`config.mk`:
```
export PLATFORM = sky130hd
export DESIGN_NAME = pci_avm_arbiter
export DESIGN_NICKNAME = d
export VERILOG_FILES = /design/src/rtl/pci_avm_arbiter.sv
export SDC_FILE = /design/constraint.sdc
export NUM_CORES = 1
export LEC_CHECK = 0
export ABC_CLOCK_PERIOD_IN_PS = 2000
export CELL_PAD_IN_SITES_DETAIL_PLACEMENT = 1
export CELL_PAD_IN_SITES_GLOBAL_PLACEMENT = 2
export CORE_MARGIN = 10
export CORE_UTILIZATION = 10
export CTS_CLUSTER_SIZE = 25
export DETAILED_ROUTE_END_ITERATION = 8
export GPL_ROUTABILITY_DRIVEN = 0
export PLACE_DENSITY = 0.88
export SYNTH_ARGS = -nofsm -noshare
export SYNTH_HDL_FRONTEND = slang
export SYNTH_SLANG_ARGS = --single-unit
```
`constraint.sdc`:
```
create_clock -name clk -period 2 [get_ports clk]
set_clock_uncertainty 0.1 [all_clocks]
set_input_delay 0.3 -clock clk [delete_from_list [all_inputs] [get_ports clk]]
set_output_delay 0.3 -clock clk [all_outputs]
set_load 0.02 [all_outputs]
```
`src/rtl/pci_avm_arbiter.sv`:
```
// rtl/pci_avm_arbiter.sv - two-master arbiter sharing the PCI bridge Avalon memory port
// Grant is held for a full transaction; the bridge takes one outstanding transaction at a time.
module pci_avm_arbiter #(
   parameter int AW         = 22,
   parameter bit FIXED_PRIO = 1'b0
) (
   input  logic          clk,
   input  logic          rst_n,
   input  logic [AW-1:0] m0_address,
   input  logic [31:0]   m0_writedata,
   input  logic [3:0]    m0_byteenable,
   input  logic [3:0]    m0_burstcount,
   input  logic          m0_read,
   input  logic          m0_write,
   output logic          m0_waitrequest,
   output logic          m0_readdatavalid,
   output logic [31:0]   m0_readdata,
   input  logic [AW-1:0] m1_address,
   input  logic [31:0]   m1_writedata,
   input  logic [3:0]    m1_byteenable,
   input  logic [3:0]    m1_burstcount,
   input  logic          m1_read,
   input  logic          m1_write,
   output logic          m1_waitrequest,
   output logic          m1_readdatavalid,
   output logic [31:0]   m1_readdata,
   output logic [AW-1:0] s_address,
   output logic [31:0]   s_writedata,
   output logic [3:0]    s_byteenable,
   output logic [3:0]    s_burstcount,
   output logic          s_read,
   output logic          s_write,
   input  logic          s_waitrequest,
   input  logic          s_readdatavalid,
   input  logic [31:0]   s_readdata,
   output logic [1:0]    grant,
   output logic          busy
);
   localparam logic [1:0] ST_IDLE     = 2'd0;
   localparam logic [1:0] ST_OWN      = 2'd1;
   localparam logic [1:0] ST_WR_BURST = 2'd2;
   localparam logic [1:0] ST_RD_WAIT  = 2'd3;

   logic [1:0] r_state;
   logic [1:0] r_grant;
   logic       r_last_owner;
   logic [3:0] r_beats;

   logic       w_owner;
   logic       w_req0;
   logic       w_req1;
   logic       w_pick1;
   logic       w_own_rd;
   logic       w_own_wr;
   logic       w_fwd;
   logic       w_rd_acc;
   logic       w_wr_acc;
   logic       w_rdv;
   logic       w_done;
   logic [3:0] w_bc;

   assign w_owner = r_grant[1];
   assign w_req0  = m0_read | m0_write;
   assign w_req1  = m1_read | m1_write;
   // m1 wins a tie only in round-robin mode and only when m0 owned last
   assign w_pick1 = w_req1 & (~w_req0 | (~FIXED_PRIO & ~r_last_owner));

   assign w_own_rd = w_owner ? m1_read  : m0_read;
   assign w_own_wr = w_owner ? m1_write : m0_write;
   assign w_fwd    = (r_state == ST_OWN) | (r_state == ST_WR_BURST);

   assign s_address    = w_owner ? m1_address    : m0_address;
   assign s_writedata  = w_owner ? m1_writedata  : m0_writedata;
   assign s_byteenable = w_owner ? m1_byteenable : m0_byteenable;
   assign s_burstcount = w_owner ? m1_burstcount : m0_burstcount;
   assign s_read       = (r_state == ST_OWN) & w_own_rd;
   assign s_write      = w_fwd & w_own_wr & ~s_read;

   assign m0_waitrequest = ~(w_fwd & ~w_owner) | s_waitrequest;
   assign m1_waitrequest = ~(w_fwd &  w_owner) | s_waitrequest;

   // Read beats outside RD_WAIT have no owner and are dropped
   assign w_rdv            = (r_state == ST_RD_WAIT) & s_readdatavalid;
   assign m0_readdatavalid = w_rdv & ~w_owner;
   assign m1_readdatavalid = w_rdv &  w_owner;
   assign m0_readdata      = s_readdata;
   assign m1_readdata      = s_readdata;

   assign grant = r_grant;
   assign busy  = (r_state != ST_IDLE);

   assign w_bc     = (s_burstcount == 4'd0) ? 4'd1 : s_burstcount;
   assign w_rd_acc = s_read  & ~s_waitrequest;
   assign w_wr_acc = s_write & ~s_waitrequest;
   assign w_done   = ((r_state == ST_OWN)      & ~w_rd_acc & w_wr_acc & (w_bc == 4'd1))
                   | ((r_state == ST_WR_BURST) & w_wr_acc        & (r_beats <= 4'd1))
                   | ((r_state == ST_RD_WAIT)  & s_readdatavalid & (r_beats <= 4'd1));

   always_ff @(posedge clk or negedge rst_n) begin
      if (!rst_n) begin
         r_state      <= ST_IDLE;
         r_grant      <= 2'b00;
         r_last_owner <= 1'b1;
         r_beats      <= 4'd0;
      end else if (w_done) begin
         r_last_owner <= w_owner;
         r_grant      <= 2'b00;
         r_state      <= ST_IDLE;
         r_beats      <= 4'd0;
      end else begin
         case (r_state)
            ST_IDLE: begin
               if (w_req0 | w_req1) begin
                  r_grant <= w_pick1 ? 2'b10 : 2'b01;
                  r_state <= ST_OWN;
               end
            end
            ST_OWN: begin
               if (w_rd_acc) begin
                  r_beats <= w_bc;
                  r_state <= ST_RD_WAIT;
               end else if (w_wr_acc) begin
                  r_beats <= w_bc - 4'd1;
                  r_state <= ST_WR_BURST;
               end
            end
            ST_WR_BURST: begin
               if (w_wr_acc) r_beats <= r_beats - 4'd1;
            end
            ST_RD_WAIT: begin
               if (s_readdatavalid) r_beats <= r_beats - 4'd1;
            end
         endcase
      end
   end
endmodule

```
==> out/metrics.yaml <==
status:
  outcome: "finished with violations"
  violations: "setup timing"
die:
  die_area_mm2: 0.0267
  io_pins: 299
  initial_utilization_pct: 10.2
  fp-row-count: 52
  die_h_um: 163
  fp.dieW_um: 163
  coreArea_mm2: 0.0202
sta:
  fmaxAchievable_mhz: 462
  slew_headroom_pct: 70.3
  timing.final.ws_setup_ps: -166
  fin_crit_sh_pct: 108
  hold_violations: 0
  period_needed_ps: 2170
  rsz0062_at_grt: "true"
  finalSetupViolCount: 37
  maxSlewViolCount: 0
  max_slew.worst_pin.slew_ps: 444
yosys:
  yosysSeqAreaShare_pct: 11.0
  syn_nets: 413
  synth.distinct_cells: 33
  syn_area_per_cell_um2: 8.54
  synth_top_area_share_pct: 34.5
  synth_top_area_cell: "mux2_2"
  yosysWarnings: 0
  synth_area_leaders: "mux2_2 34%, buf_4 24%, dfrtp_1 9.7%"
  syn-cell-area_mm2: 0.00206
  ys_ff_latch: 9
  synthCells: 241
critical_path:
  critPathMaxFanout: 6
  startpoint_type: "flop"
  arrival_ps: 2230
  crit_chain: "buf_6, mux2_4, nor3_4, inv_2, ha_4, nand2_2, o21ai_2, a21o_1, mux2_4"
  cpLargestDelayFamily: "multiplexers"
  slowest_stage: "dfrtp_4"
  worstSetupPathType: "reg -> reg"
  crit_top_cell: "mux2_4"
  crit_path_max_incr_delay_ps: 520
  crit_required_ps: 2060
  rrSetupSlack_ps: -170
  endpoint_kind: "flop"
  cp_num_buf_inv: 2
flow_run:
  maxCapViolations: 0
global_routing:
  grt_pass1_wl_mm: 16.6
  grt_max_degree: 19
  antenna_found_initial: 0
  track_usage_pct: 8.02
  grt-ovfl-total: 0
  grt_pass1_vias: 2638
layout:
  layout_common_cells: "132 x clkdlybuf4s50_1, 62 x buf_4, 58 x mux2_2"
  drive_above_1_share_pct: 49.1
  synthToLayoutAreaGrowth_pct: 116
  utilization_pct: 22.0
  nets: 601
  n_antenna_cell: 0
  final_common_cell: "clkdlybuf4s50_1"
power_and_ir_drop:
  pwr_density_cell_mw_per_mm2: 1110
  leakagePower_nw: 1.82
  ir_drop_v: 0.000337
detailed_routing:
  postRouteWirelength_mm: 11.9
  wl_per_cell_um: 17.0
  drc_errors: 0
  ant_nets: 0
  first_pass_iters: 4
  vias_per_cell: 3.40
  num_vias: 2374
  drtIter0Drc: 69
cts:
  cts_tree: "yes"
  cts_root_buffer: "clkbuf_16"
  clk_latency_ps: 240
  htreeDepth: 1
  clock_sinks: 9
  holdBufCountCts: 0
  cts_buffer_depth: 2
  cts_made_buffers: 3
  path_clk_slew_ps: 40
place:
  dp_slack_ps: -295
  dpl.hpwl_mm: 10.0
  port_buffers: 202
worst_hold_path:
  hold_class: "in -> async"
[worst paths after layout]
path,from,to,cells past startpoint
hold reg to reg,grant[0],grant[0],2
setup / recovery,grant[1],r_last_owner,9
min in group clk,grant[0],grant[0],2
hold / removal,rst_n,r_beats[1],1
max in group asynchronous,rst_n,grant[1],1
setup reg to reg,grant[1],r_last_owner,9
[routing by layer]
metal  GRT usage (%)  wire length (µm)  vias to the layer above
met5               0                 0                        -
met4            2.76               230                        0
met3            2.14               839                       27
met2            13.2              5910                       96
met1            9.90              4920                     1108
li1                -                 -                     1143
[cells by family (layout without fill, tap and decap cells)]
family,after synthesis,in the layout,share of synthesized area [%]
multiplexers,66,66,36.1
AND/OR/NAND/NOR,46,46,11.1
buffers and inverters,81,268,27.2
XOR/XNOR,4,4,1.70
flip-flops,9,9,11.0
AO/OA/AOI/OAI,27,27,8.02
adder cells (fa/ha/maj),8,8,4.86
[timing repair]
action	CTS	global route
resized for setup	262	54
pin swaps	10	3
setup buffers	14	8
setup endpoints to repair	77	40
gates cloned	2	0
[state kept, by name, indices dropped and copies added, names as in the netlist]
register and count:
r_last_owner 1, r_beats 4, r_state 2, grant 2
[where the power goes]
group	total (mW)	internal [mW]	switching (mW)
clock	0.362	0.267	0.0946
combinational	4.16	2.19	1.98
sequential	0.394	0.288	0.107
[synth_stat cells (all sizes together)]
cell type,instances
a211o,1
a211oi,3
a21o,1
a21oi,9
a31oi,1
a32oi,1
and2b,1
and3,1
buf,73
dfrtp,8
dfstp,1
ha,8
inv,8
mux2,63
mux2i,3
nand2,7
nand2b,3
nand3,1
nor2,19
nor2b,4
nor3,4
nor4,4
nor4b,2
o21a,1
o21ai,8
o221ai,1
o22ai,1
xnor2,1
xor2,3
[stage by stage]
stage	area, µm²	instances	TNS, ps	hold slack (ps)	power, mW
final	4450	698	-2690	273	4.92
after global routing	4450	698	-5170	300	5.28
after CTS	4300	692	-2230	280	4.77
after detailed placement	4210	672	-8030	455	4.16
after global placement	4210	672	-7840	427	4.15
after floorplan	2130	241	-64.8	-95.6	2.65
[final cells by class]
| type | instances | area [µm²] |
|---|---|---|
| clock buffers | 4 | 78.8 |
| well taps | 270 | 338 |
| fillers | 2365 | 15800 |
| repair buffers | 256 | 2310 |
| flip-flops and latches | 9 | 230 |
| inverters | 8 | 32.5 |
| multi-input cells | 151 | 1460 |
Note: power is estimated with default switching activity, not from simulation.
